### src/rtl/uart_pkg.sv
// Shared definitions for the configurable UART receiver: FSM states,
// parity encodings and input-filter thresholds.
package uart_pkg;

    typedef enum logic [2:0] {
        ST_IDLE   = 3'd0,
        ST_START  = 3'd1,
        ST_DATA   = 3'd2,
        ST_PARITY = 3'd3,
        ST_STOP   = 3'd4
    } rx_state_t;

    localparam int PAR_NONE = 0;
    localparam int PAR_ODD  = 1;
    localparam int PAR_EVEN = 2;

    // Saturating filter: the bit flips low only at full count, high only at zero.
    localparam logic [1:0] FILT_CNT_MAX = 2'd3;
    localparam logic [1:0] FILT_LOW_AT  = 2'd3;
    localparam logic [1:0] FILT_HIGH_AT = 2'd0;

endpackage

### src/rtl/uart_rx_cfg_if.sv
// Host-side word interface of the UART receiver: data/flags with a
// valid/ready handshake. master = receiver, slave = consumer.
interface uart_rx_cfg_if #(
    parameter int DATA_BITS = 8
) ();
    logic [DATA_BITS-1:0] rx_data;
    logic                 rx_valid;
    logic                 rx_ready;
    logic                 frame_err;
    logic                 parity_err;
    logic                 break_det;
    logic                 overrun;

    modport master (
        output rx_data, rx_valid, frame_err, parity_err, break_det, overrun,
        input  rx_ready
    );

    modport slave (
        input  rx_data, rx_valid, frame_err, parity_err, break_det, overrun,
        output rx_ready
    );
endinterface

### src/rtl/uart_rx_filter.sv
// RxD input conditioning: tick-advanced synchroniser followed by a 2-bit
// saturating glitch filter. Everything reloads to the idle-high line state.
module uart_rx_filter
    import uart_pkg::*;
(
    input  logic clock,
    input  logic reset,
    input  logic tick,
    input  logic rxd,
    output logic filt
);
    localparam int SYNC_STAGES = 2;

    logic [SYNC_STAGES-1:0] sync_reg;
    logic [SYNC_STAGES-1:0] stage_in;
    logic [1:0]             cnt_reg;
    logic                   filt_reg;

    for (genvar gi = 0; gi < SYNC_STAGES; gi++) begin : g_sync
        if (gi == 0) begin : g_first
            assign stage_in[gi] = rxd;
        end else begin : g_next
            assign stage_in[gi] = sync_reg[gi-1];
        end
    end

    // The filtered bit follows the count of the previous tick, so a change
    // needs three consecutive equal samples plus one tick of decision.
    always_ff @(posedge clock) begin
        if (reset) begin
            sync_reg <= '1;
            cnt_reg  <= FILT_HIGH_AT;
            filt_reg <= 1'b1;
        end else if (tick) begin
            sync_reg <= stage_in;
            if (!sync_reg[SYNC_STAGES-1] && cnt_reg != FILT_CNT_MAX) begin
                cnt_reg <= cnt_reg + 2'd1;
            end else if (sync_reg[SYNC_STAGES-1] && cnt_reg != 2'd0) begin
                cnt_reg <= cnt_reg - 2'd1;
            end
            if (cnt_reg == FILT_LOW_AT) begin
                filt_reg <= 1'b0;
            end else if (cnt_reg == FILT_HIGH_AT) begin
                filt_reg <= 1'b1;
            end
        end
    end

    assign filt = filt_reg;

endmodule

### src/rtl/uart_rx_cfg.sv
// Configurable UART receiver (5..9 data bits, optional parity, 1/2 stop bits).
// Parity support is compiled in only when UART_RX_PARITY_EN is defined.
module uart_rx_cfg
    import uart_pkg::*;
#(
    parameter int DATA_BITS  = 8,
    parameter int STOP_BITS  = 1,
    parameter int OVERSAMPLE = 16,
    parameter int PARITY     = 0
) (
    input  logic            clock,
    input  logic            reset,
    input  logic            tick,
    input  logic            rxd,
    uart_rx_cfg_if.master   rx_if
);
    localparam int PW = $clog2(OVERSAMPLE);
    localparam int CW = $clog2(DATA_BITS);
    localparam logic [PW-1:0] PH_HALF_LAST = PW'(OVERSAMPLE / 2 - 1);
    localparam logic [PW-1:0] PH_LAST      = PW'(OVERSAMPLE - 1);
    localparam logic [CW-1:0] DATA_LAST    = CW'(DATA_BITS - 1);
    localparam logic [CW-1:0] STOP_LAST    = CW'(STOP_BITS - 1);

    if (DATA_BITS < 5 || DATA_BITS > 9) begin : g_bad_data_bits
        $error("uart_rx_cfg: DATA_BITS must be 5..9");
    end
    if (STOP_BITS < 1 || STOP_BITS > 2) begin : g_bad_stop_bits
        $error("uart_rx_cfg: STOP_BITS must be 1 or 2");
    end
    if (OVERSAMPLE < 8 || OVERSAMPLE > 32 || (OVERSAMPLE & (OVERSAMPLE - 1)) != 0) begin : g_bad_os
        $error("uart_rx_cfg: OVERSAMPLE must be a power of two in 8..32");
    end
    if (PARITY < PAR_NONE || PARITY > PAR_EVEN) begin : g_bad_parity
        $error("uart_rx_cfg: PARITY must be 0, 1 or 2");
    end

`ifdef UART_RX_PARITY_EN
    localparam bit PAR_USED = (PARITY == PAR_ODD) || (PARITY == PAR_EVEN);
`endif

    logic filt;

    uart_rx_filter u_filter (
        .clock (clock),
        .reset (reset),
        .tick  (tick),
        .rxd   (rxd),
        .filt  (filt)
    );

    rx_state_t            state_reg,     state_next;
    logic [PW-1:0]        phase_reg,     phase_next;
    logic [CW-1:0]        bit_cnt_reg,   bit_cnt_next;
    logic [DATA_BITS-1:0] shift_reg,     shift_next;
    logic                 ferr_reg,      ferr_next;
    logic                 any_one_reg,   any_one_next;
    logic                 hold_high_reg, hold_high_next;
`ifdef UART_RX_PARITY_EN
    logic                 par_bit_reg,   par_bit_next;
`endif

    logic deliver;
    logic word_fe;
    logic word_pe;
    logic word_brk;

    always_ff @(posedge clock) begin
        if (reset) begin
            state_reg     <= ST_IDLE;
            phase_reg     <= '0;
            bit_cnt_reg   <= '0;
            shift_reg     <= '0;
            ferr_reg      <= 1'b0;
            any_one_reg   <= 1'b0;
            hold_high_reg <= 1'b0;
`ifdef UART_RX_PARITY_EN
            par_bit_reg   <= 1'b0;
`endif
        end else begin
            state_reg     <= state_next;
            phase_reg     <= phase_next;
            bit_cnt_reg   <= bit_cnt_next;
            shift_reg     <= shift_next;
            ferr_reg      <= ferr_next;
            any_one_reg   <= any_one_next;
            hold_high_reg <= hold_high_next;
`ifdef UART_RX_PARITY_EN
            par_bit_reg   <= par_bit_next;
`endif
        end
    end

    always_comb begin
        state_next     = state_reg;
        phase_next     = phase_reg;
        bit_cnt_next   = bit_cnt_reg;
        shift_next     = shift_reg;
        ferr_next      = ferr_reg;
        any_one_next   = any_one_reg;
        hold_high_next = hold_high_reg;
`ifdef UART_RX_PARITY_EN
        par_bit_next   = par_bit_reg;
`endif
        deliver        = 1'b0;
        word_fe        = 1'b0;
        word_brk       = 1'b0;

        if (tick) begin
            case (state_reg)
                ST_IDLE: begin
                    phase_next   = '0;
                    bit_cnt_next = '0;
                    // After a break the line must go high before a new start counts.
                    if (hold_high_reg) begin
                        if (filt) begin
                            hold_high_next = 1'b0;
                        end
                    end else if (!filt) begin
                        state_next   = ST_START;
                        ferr_next    = 1'b0;
                        any_one_next = 1'b0;
                    end
                end
                ST_START: begin
                    if (phase_reg == PH_HALF_LAST) begin
                        phase_next = '0;
                        state_next = filt ? ST_IDLE : ST_DATA;
                    end else begin
                        phase_next = phase_reg + 1'b1;
                    end
                end
                ST_DATA: begin
                    phase_next = phase_reg + 1'b1;
                    if (phase_reg == PH_LAST) begin
                        shift_next   = {filt, shift_reg[DATA_BITS-1:1]};
                        any_one_next = any_one_reg | filt;
                        if (bit_cnt_reg == DATA_LAST) begin
                            bit_cnt_next = '0;
`ifdef UART_RX_PARITY_EN
                            state_next   = PAR_USED ? ST_PARITY : ST_STOP;
`else
                            state_next   = ST_STOP;
`endif
                        end else begin
                            bit_cnt_next = bit_cnt_reg + 1'b1;
                        end
                    end
                end
`ifdef UART_RX_PARITY_EN
                ST_PARITY: begin
                    phase_next = phase_reg + 1'b1;
                    if (phase_reg == PH_LAST) begin
                        par_bit_next = filt;
                        any_one_next = any_one_reg | filt;
                        state_next   = ST_STOP;
                    end
                end
`endif
                ST_STOP: begin
                    phase_next = phase_reg + 1'b1;
                    if (phase_reg == PH_LAST) begin
                        ferr_next    = ferr_reg | ~filt;
                        any_one_next = any_one_reg | filt;
                        if (bit_cnt_reg == STOP_LAST) begin
                            deliver        = 1'b1;
                            word_fe        = ferr_reg | ~filt;
                            word_brk       = ~(any_one_reg | filt);
                            hold_high_next = word_brk;
                            bit_cnt_next   = '0;
                            phase_next     = '0;
                            state_next     = ST_IDLE;
                        end else begin
                            bit_cnt_next = bit_cnt_reg + 1'b1;
                        end
                    end
                end
                default: begin
                    phase_next = '0;
                    state_next = ST_IDLE;
                end
            endcase
        end
    end

`ifdef UART_RX_PARITY_EN
    // Odd parity errors on an even total of ones, even parity on an odd total.
    assign word_pe = PAR_USED && ((PARITY == PAR_ODD) ? ~(^{shift_reg, par_bit_reg})
                                                      :  (^{shift_reg, par_bit_reg}));
`else
    assign word_pe = 1'b0;
`endif

    logic [DATA_BITS-1:0] data_out_reg;
    logic                 valid_reg;
    logic                 fe_out_reg;
    logic                 pe_out_reg;
    logic                 brk_out_reg;
    logic                 overrun_reg;
    logic                 out_free;
    logic                 handshake;

    assign out_free  = ~valid_reg | rx_if.rx_ready;
    assign handshake = valid_reg & rx_if.rx_ready;

    always_ff @(posedge clock) begin
        if (reset) begin
            data_out_reg <= '0;
            valid_reg    <= 1'b0;
            fe_out_reg   <= 1'b0;
            pe_out_reg   <= 1'b0;
            brk_out_reg  <= 1'b0;
            overrun_reg  <= 1'b0;
        end else begin
            if (deliver && out_free) begin
                data_out_reg <= shift_reg;
                valid_reg    <= 1'b1;
                fe_out_reg   <= word_fe;
                pe_out_reg   <= word_pe;
                brk_out_reg  <= word_brk;
            end else if (handshake) begin
                valid_reg <= 1'b0;
            end
            if (deliver && !out_free) begin
                overrun_reg <= 1'b1;
            end else if (handshake) begin
                overrun_reg <= 1'b0;
            end
        end
    end

    assign rx_if.rx_data    = data_out_reg;
    assign rx_if.rx_valid   = valid_reg;
    assign rx_if.frame_err  = fe_out_reg;
    assign rx_if.parity_err = pe_out_reg;
    assign rx_if.break_det  = brk_out_reg;
    assign rx_if.overrun    = overrun_reg;

endmodule
### src/flat_wrapper.sv
// flat-port wrapper written by rule: the top's interface ports become plain ports
module uart_rx_cfg_flat import uart_pkg::*;
#(
    parameter int DATA_BITS  = 8,
    parameter int STOP_BITS  = 1,
    parameter int OVERSAMPLE = 16,
    parameter int PARITY     = 0
)
  (clock, reset, tick, rxd, rx_if_rx_data, rx_if_rx_valid, rx_if_frame_err, rx_if_parity_err, rx_if_break_det, rx_if_overrun, rx_if_rx_ready);
  uart_rx_cfg_if #(.DATA_BITS(DATA_BITS)) rx_if_i ();
  input  logic clock;
  input  logic reset;
  input  logic tick;
  input  logic rxd;
  output wire logic [$bits(rx_if_i.rx_data)-1:0] rx_if_rx_data;
  output wire logic [$bits(rx_if_i.rx_valid)-1:0] rx_if_rx_valid;
  output wire logic [$bits(rx_if_i.frame_err)-1:0] rx_if_frame_err;
  output wire logic [$bits(rx_if_i.parity_err)-1:0] rx_if_parity_err;
  output wire logic [$bits(rx_if_i.break_det)-1:0] rx_if_break_det;
  output wire logic [$bits(rx_if_i.overrun)-1:0] rx_if_overrun;
  input wire logic [$bits(rx_if_i.rx_ready)-1:0] rx_if_rx_ready;
  assign rx_if_rx_data = rx_if_i.rx_data;
  assign rx_if_rx_valid = rx_if_i.rx_valid;
  assign rx_if_frame_err = rx_if_i.frame_err;
  assign rx_if_parity_err = rx_if_i.parity_err;
  assign rx_if_break_det = rx_if_i.break_det;
  assign rx_if_overrun = rx_if_i.overrun;
  assign rx_if_i.rx_ready = rx_if_rx_ready;
  uart_rx_cfg #(.DATA_BITS(DATA_BITS), .STOP_BITS(STOP_BITS), .OVERSAMPLE(OVERSAMPLE), .PARITY(PARITY)) u_core (.clock(clock), .reset(reset), .tick(tick), .rxd(rxd), .rx_if(rx_if_i));
endmodule
### config.mk
export PLATFORM = sky130hd
export DESIGN_NAME = uart_rx_cfg_flat
export DESIGN_NICKNAME = d
export VERILOG_FILES = /design/src/rtl/uart_pkg.sv /design/src/rtl/uart_rx_cfg_if.sv /design/src/rtl/uart_rx_filter.sv /design/src/rtl/uart_rx_cfg.sv /design/src/flat_wrapper.sv
export SDC_FILE = /design/constraint.sdc
export NUM_CORES = 1
export LEC_CHECK = 0
export BUFFER_PORTS_ARGS = -buffer_cell sky130_fd_sc_hd__buf_2
export CORE_UTILIZATION = 45
export DETAILED_ROUTE_END_ITERATION = 10
export MAX_ROUTING_LAYER = met4
export PLACE_DENSITY = 0.63
export SLEW_MARGIN = 20
export SYNTH_ARGS = -nofsm -noshare
export SYNTH_HDL_FRONTEND = slang
export SYNTH_SLANG_ARGS = --single-unit
### constraint.sdc
create_clock -name clock -period 3 [get_ports clock]
set_clock_uncertainty 0.2 [all_clocks]
set_input_delay 0.3 -clock clock [delete_from_list [all_inputs] [get_ports clock]]
set_output_delay 0.3 -clock clock [all_outputs]
set_load 0.1 [all_outputs]
# After elaboration in Yosys (flattened, before gate mapping)
# Index checks and enable logic that the tools add are counted.
# W data, S select, Z words.
[op_classes] add_sub_neg=4 n_eq_ne=16 muxes=48 bitwise=7 n_reduce_logical=26
[ops] cell="$mux W3" n=11
[ops] cell="$mux W1" n=25
[ops] cell="$reduce_bool A2 Y1" n=7
[ops] cell="$mux W4" n=3
[ops] cell="$ne A2 B1 Y1 const B" n=6
[ops] cell="$pmux W3 S4" n=1
[ops] cell="$pmux W4 S3" n=1
[ops] cell="$reduce_and A5 Y1" n=2
[ops] cell="$pmux W3 S3" n=1
[ops] cell="$reduce_and A4 Y1" n=2
[ops] cell="$reduce_and A8 Y1" n=1
[ops] cell="$eq A3 B3 Y1 const B" n=2
[ops] cell="$logic_not A3 Y1" n=2
[ops] cell="$mux W2" n=3
[ops] cell="$ne A2 B2 Y1 const B" n=3
[ops] cell="$pmux W1 S2" n=3
[ops] cell="$add A4 B1 Y4 const B" n=1
[ops] cell="$eq A4 B3 Y1 const B" n=1
[ops] cell="$eq A4 B4 Y1 const B" n=1
[ops] cell="$logic_and A1 B1 Y1" n=4
[ops] cell="$reduce_and A2 Y1" n=2
[ops] cell="$add A3 B1 Y3 const B" n=1
[ops] cell="$eq A3 B1 Y1 const B" n=1
[ops] cell="$eq A3 B2 Y1 const B" n=1
[ops] cell="other kinds (11)" n=16
[totals] register_bits=38 inputBits=5 output_inout_bits=13 word_cells=116

# Longest topological paths before layout
[depth] ltp_word=7 ltp_mapped=8 mapped_depth_nobuf=7

# Cells and area by module
# From an unflattened synthesis, not the netlist that was laid out.
[unflattened] hier_cells=206 area_unflattened_um2=1826.8
[by_module_without_submodules] module="uart_rx_cfg" instances=1 cells_per_inst=179 area_each_um2=1564.0 seq_area_each_um2=660.6
[by_module_without_submodules] module="uart_rx_filter" instances=1 cells_per_inst=27 area_each_um2=262.8 seq_area_each_um2=100.1

# Least setup slack after synthesis
# OpenSTA, ideal clock, no wires.
[synth_timing] path_type="register to register" startpoint="register u_core.valid_reg (netlist: u_core.rx_if.rx_valid)" endpoint="register u_core.data_out_reg[0] (netlist: u_core.rx_if.rx_data[0])" setup_time_ns=0.128 arrival_ns=1.738 required_time_ns=2.672 slack_ns=0.935 stages_incl_launch_ff=6 n_path_buf=1 period_less_slack_ns=2.065 cell_sequence="dfxtp_1 > nand2b_1 > nand2_1 > buf_2 > mux2i_1 > nor2_1"
[synth_via] elab_chain_len=3
[synth_lines] item="start: declaration" line_no="uart_rx_cfg.sv:194" source="logic valid_reg;"
[synth_lines] item="start signal: assignment" line_no="uart_rx_cfg.sv:208" source="valid_reg <= 1'b0;"
[synth_lines] item="start signal: assignment" line_no="uart_rx_cfg.sv:216" source="valid_reg <= 1'b1;"
[synth_lines] item="start signal: assignment" line_no="uart_rx_cfg.sv:221" source="valid_reg <= 1'b0;"
[synth_lines] item="$not A1 Y1" line_no="uart_rx_cfg.sv:202" source="assign out_free = ~valid_reg | rx_if.rx_ready;"
[synth_lines] item="$or A1 B1 Y1" line_no="uart_rx_cfg.sv:202"
[synth_lines] item="$logic_and A1 B1 Y1" line_no="uart_rx_cfg.sv:214" source="if (deliver && out_free) begin"
[synth_lines] item="end signal: assignment" line_no="uart_rx_cfg.sv:215" source="data_out_reg <= shift_reg;"
[synth_lines] item="end: declaration" line_no="uart_rx_cfg.sv:193" source="logic [DATA_BITS-1:0] data_out_reg;"
# No other way between the ends.
# A chain may end at the register's enable or synchronous reset.

# Final worst setup path
[layout_timing] startpoint="register u_core.phase_reg[0]" endpoint="register u_core.brk_out_reg (netlist: u_core.rx_if.break_det)"
[layout_via] elab_chain_len=5 word_cells_on_any_way=8 cone_classes="1 x eq/ne; 6 x mux; 1 x reduce/logical"
[layout_lines] item="start: declaration" line_no="uart_rx_cfg.sv:52" source="logic [PW-1:0] phase_reg, phase_next;"
[layout_lines] item="start signal: assignment" line_no="uart_rx_cfg.sv:81" source="phase_reg <= phase_next;"
[layout_lines] item="$eq A4 B4 Y1 (*)" line_no="uart_rx_cfg.sv:161" source="if (phase_reg == PH_LAST) begin"
[layout_lines] item="$mux W1" line_no="uart_rx_cfg.sv:161"
[layout_lines] item="$mux W1" line_no="uart_rx_cfg.sv:109" source="case (state_reg)"
[layout_lines] item="$mux W1" line_no="uart_rx_cfg.sv:108" source="if (tick) begin"
[layout_lines] item="$logic_and A1 B1 Y1" line_no="uart_rx_cfg.sv:214"
[layout_lines] item="end signal: assignment" line_no="uart_rx_cfg.sv:219" source="brk_out_reg <= word_brk;"
[layout_lines] item="end: declaration" line_no="uart_rx_cfg.sv:197" source="logic brk_out_reg;"
# Mark *: on every way between the ends. The rest lies on a longest branch, timed or not.

==> reports/qor.txt <==
# diodes -> 0
Rows -> 22
initial antenna violation count -> 0
Area Growth Syn to Fin -> 9.07%
Sw Share -> 24.9%
Worst R2R Start -> u_core.phase_reg[0]$_SDFFE_PP0P_
number of synthesized flops with an enable pin -> 0
root buffer cell -> clkbuf_8
pin count of the biggest net entering global routing -> 40
footprint of the multi-input gates -> 975 sq um
Final Setup Violations -> 0
H-tree depth -> 2
antenna-violating nets left -> 0
sequential share of the synthesized area -> 41.8%
Critical R2R Capture -> u_core.rx_if.break_det$_SDFFE_PP0P_
number of port buffers -> 16
Routed WL -> 3.22 mm
Residual DRC -> 0
Critical Path RT -> 3.01 ns
die width -> 65.6 um
Period minus WS final -> 2.40 ns
Final Cycle Share -> 79.9%
Pwr Density -> 481 nW/um^2
Setup crit start kind -> flop
Starting DRT DRC Count -> 70
share of cells above drive strength 1 -> 14.6%
GR Util All Layers -> 18.1%
Place WS -> 0.599 ns
hold path depth -> 2
Core Footprint -> 3770 sq um
CTS Buffer Depth -> 2
Final Core Density -> 52.7%
Synth Warn # -> 0
crit path max fanout -> 11
fin area -> 1990 sq um
Worst-path clk slew -> 0.07 ns
Slew @ Worst Pin -> 0.694 ns
first-pass GRT wire length -> 5.88 mm
Post-CTS Setup Inserts -> 0
CTS hold repair buffers -> 1
first-pass detailed-route iteration total -> 4
RSZ-0062 raised after global routing -> false
Final Power -> 0.955 mW
Syn Std Cell Area -> 1820 sq um
Synth top area share -> 41.8%
Reg2Reg Depth -> 6
Seq. cell area -> 761 sq um
clock power share -> 33.3%
CP arrival -> 2.41 ns
Initial Util -> 48.3%
HPWL after detailed placement -> 2.23 mm
Syn Nets -> 212
#FFs+latches synth -> 38
Placed Instance Area -> 1900 sq um
vias in the first global route -> 1,358
synth unique cells -> 46
fillcell total -> 350
clock sinks -> 38
worst vdd ir -> 0.326 mV
Crit. End Element -> flop
TritonCTS Buffers -> 5
fraction of registers with async set/reset -> 0%
Worst Hold Class -> input pin to flop
Yosys top cell by area -> dfxtp_1
Fmax -> 0.417 GHz
clock latency on the worst-skew pair -> 0.28 ns
I/O pin total -> 18
hold violation total from the final report -> 0
LEAKAGE -> 0.887 nW
Die Y -> 65.6 um
status -> complete, no violations
sw power -> 0.238 mW
post_cts resized -> 0
critical path class -> flop to flop
Via Count -> 1,405
RePlAce Congestion -> 0.843
combinational share of power -> 10.7%
Avg Inst Size Synth -> 9.06 sq um
synthesized instance count -> 201
nets -> 224
Fin Setup TNS -> 0 ns
Slew Viols, Final -> 0
Vias/cell -> 5.38
drt wl/cell -> 12.3 um
Synth area leaders -> dfxtp_1, mux2i_1, nor2_1
worst setup margin -> 0.603 ns
Slew HR -> 53.7%
full die area -> 4310 sq um
Most used DFF post-synth -> dfxtp_1
part of the power in registers -> 56.0%
Hold Crit Endpoint -> u_core.u_filter.sync_reg[0]$_SDFFE_PP1P_
R2R Setup Slk -> 0.60 ns
max cap viols -> 0
min-delay src -> rxd
Cell Int Power -> 0.717 mW
GR Overflow Total -> 0
CTS tree -> done
[critical path, cell delays in order (launching register included)]
cell	delay, ns
dfxtp_1	0.38
ha_1	0.22
nand3_2	0.19
nor4_4	0.39
nand2_1	0.40
or3_1	0.44
a21oi_1	0.12
[through the flow]
stage,instances,hold slack (ns)
after floorplan,201,0.202
after global placement,253,0.236
after detailed placement,253,0.255
after CTS,261,0.0183
after global routing,261,0.0219
final,261,0.0258
[power by group through the flow]
stage                     combinational, mW  clock (mW)  sequential [mW]
after floorplan                      0.0925           0            0.536
after global placement               0.0980           0            0.546
after detailed placement              0.100           0            0.546
after CTS                             0.103       0.334            0.535
after global routing                  0.115       0.353            0.537
final                                 0.102       0.318            0.535
[how the worst max path moves through the flow]
stage	depth (start not counted)	endpoint	slack [ns]	startpoint
floorplan	5	u_core.rx_if.rx_data[0]$_SDFFE_PP0P_	0.93	u_core.rx_if.rx_valid$_SDFFE_PP0P_
global placement	6	u_core.rx_if.break_det$_SDFFE_PP0P_	0.72	u_core.phase_reg[0]$_SDFFE_PP0P_
detailed placement	6	u_core.rx_if.break_det$_SDFFE_PP0P_	0.60	u_core.phase_reg[0]$_SDFFE_PP0P_
CTS	6	u_core.rx_if.break_det$_SDFFE_PP0P_	0.58	u_core.phase_reg[0]$_SDFFE_PP0P_
global route	6	u_core.rx_if.break_det$_SDFFE_PP0P_	0.32	u_core.phase_reg[0]$_SDFFE_PP0P_
finish	6	u_core.rx_if.break_det$_SDFFE_PP0P_	0.60	u_core.phase_reg[0]$_SDFFE_PP0P_
[Yosys cell counts (all sizes together), types with 2 or more instances]
master  number
ha           6
nor2        29
nand3b       2
nor3b        3
nor4         2
or3          4
inv          6
a211o        3
nor2b        3
a21oi       14
dfxtp       38
nand2       10
nand2b      10
or4          3
buf          7
nor3         6
nand3        3
clkbuf       5
mux2i       18
xnor2        3
o21ai       10
[cell families after synthesis]
family	count (synthesis)	share of synthesized area [%]
xor+xnor	4	1.92
buf+inv	18	4.74
other cells	1	0.206
mux	19	10.5
compound gates	37	13.1
fa+ha+maj	7	4.67
simple gates	77	23.1
flops	38	41.8
[cell usage in the layout (no fill, tap or decap), types with 3 or more instances in the layout]
cell,Yosys,final
or3_1,4,4
or4_1,3,3
nor3_1,6,6
xnor2_1,3,3
mux2i_1,18,18
buf_2,3,16
ha_1,6,6
nand2_1,10,10
nand2b_1,8,8
nor3b_1,3,3
a21oi_1,14,14
a211o_1,3,3
clkbuf_8,0,5
o21ai_0,9,9
nor2_1,28,28
dfxtp_1,38,38
inv_1,6,6
[layout make-up]
type | count | share of cell area (%)
timing repair buffer | 17 | 4.53
sequential | 38 | 38.3
inverter | 6 | 1.13
tap | 48 | 3.02
multi-input combinational | 145 | 49.1
clock inverter | 2 | 0.504
clock buffer | 5 | 3.46
[per-layer routing]
metal	share of wire, %	global-route usage [%]	wire, um
met5	0	-	0
met4	0.44	6.52	14
met3	3.1	4.69	100
met2	47	29.0	1510
met1	50	21.9	1590
(Power assumes the default switching activity.)
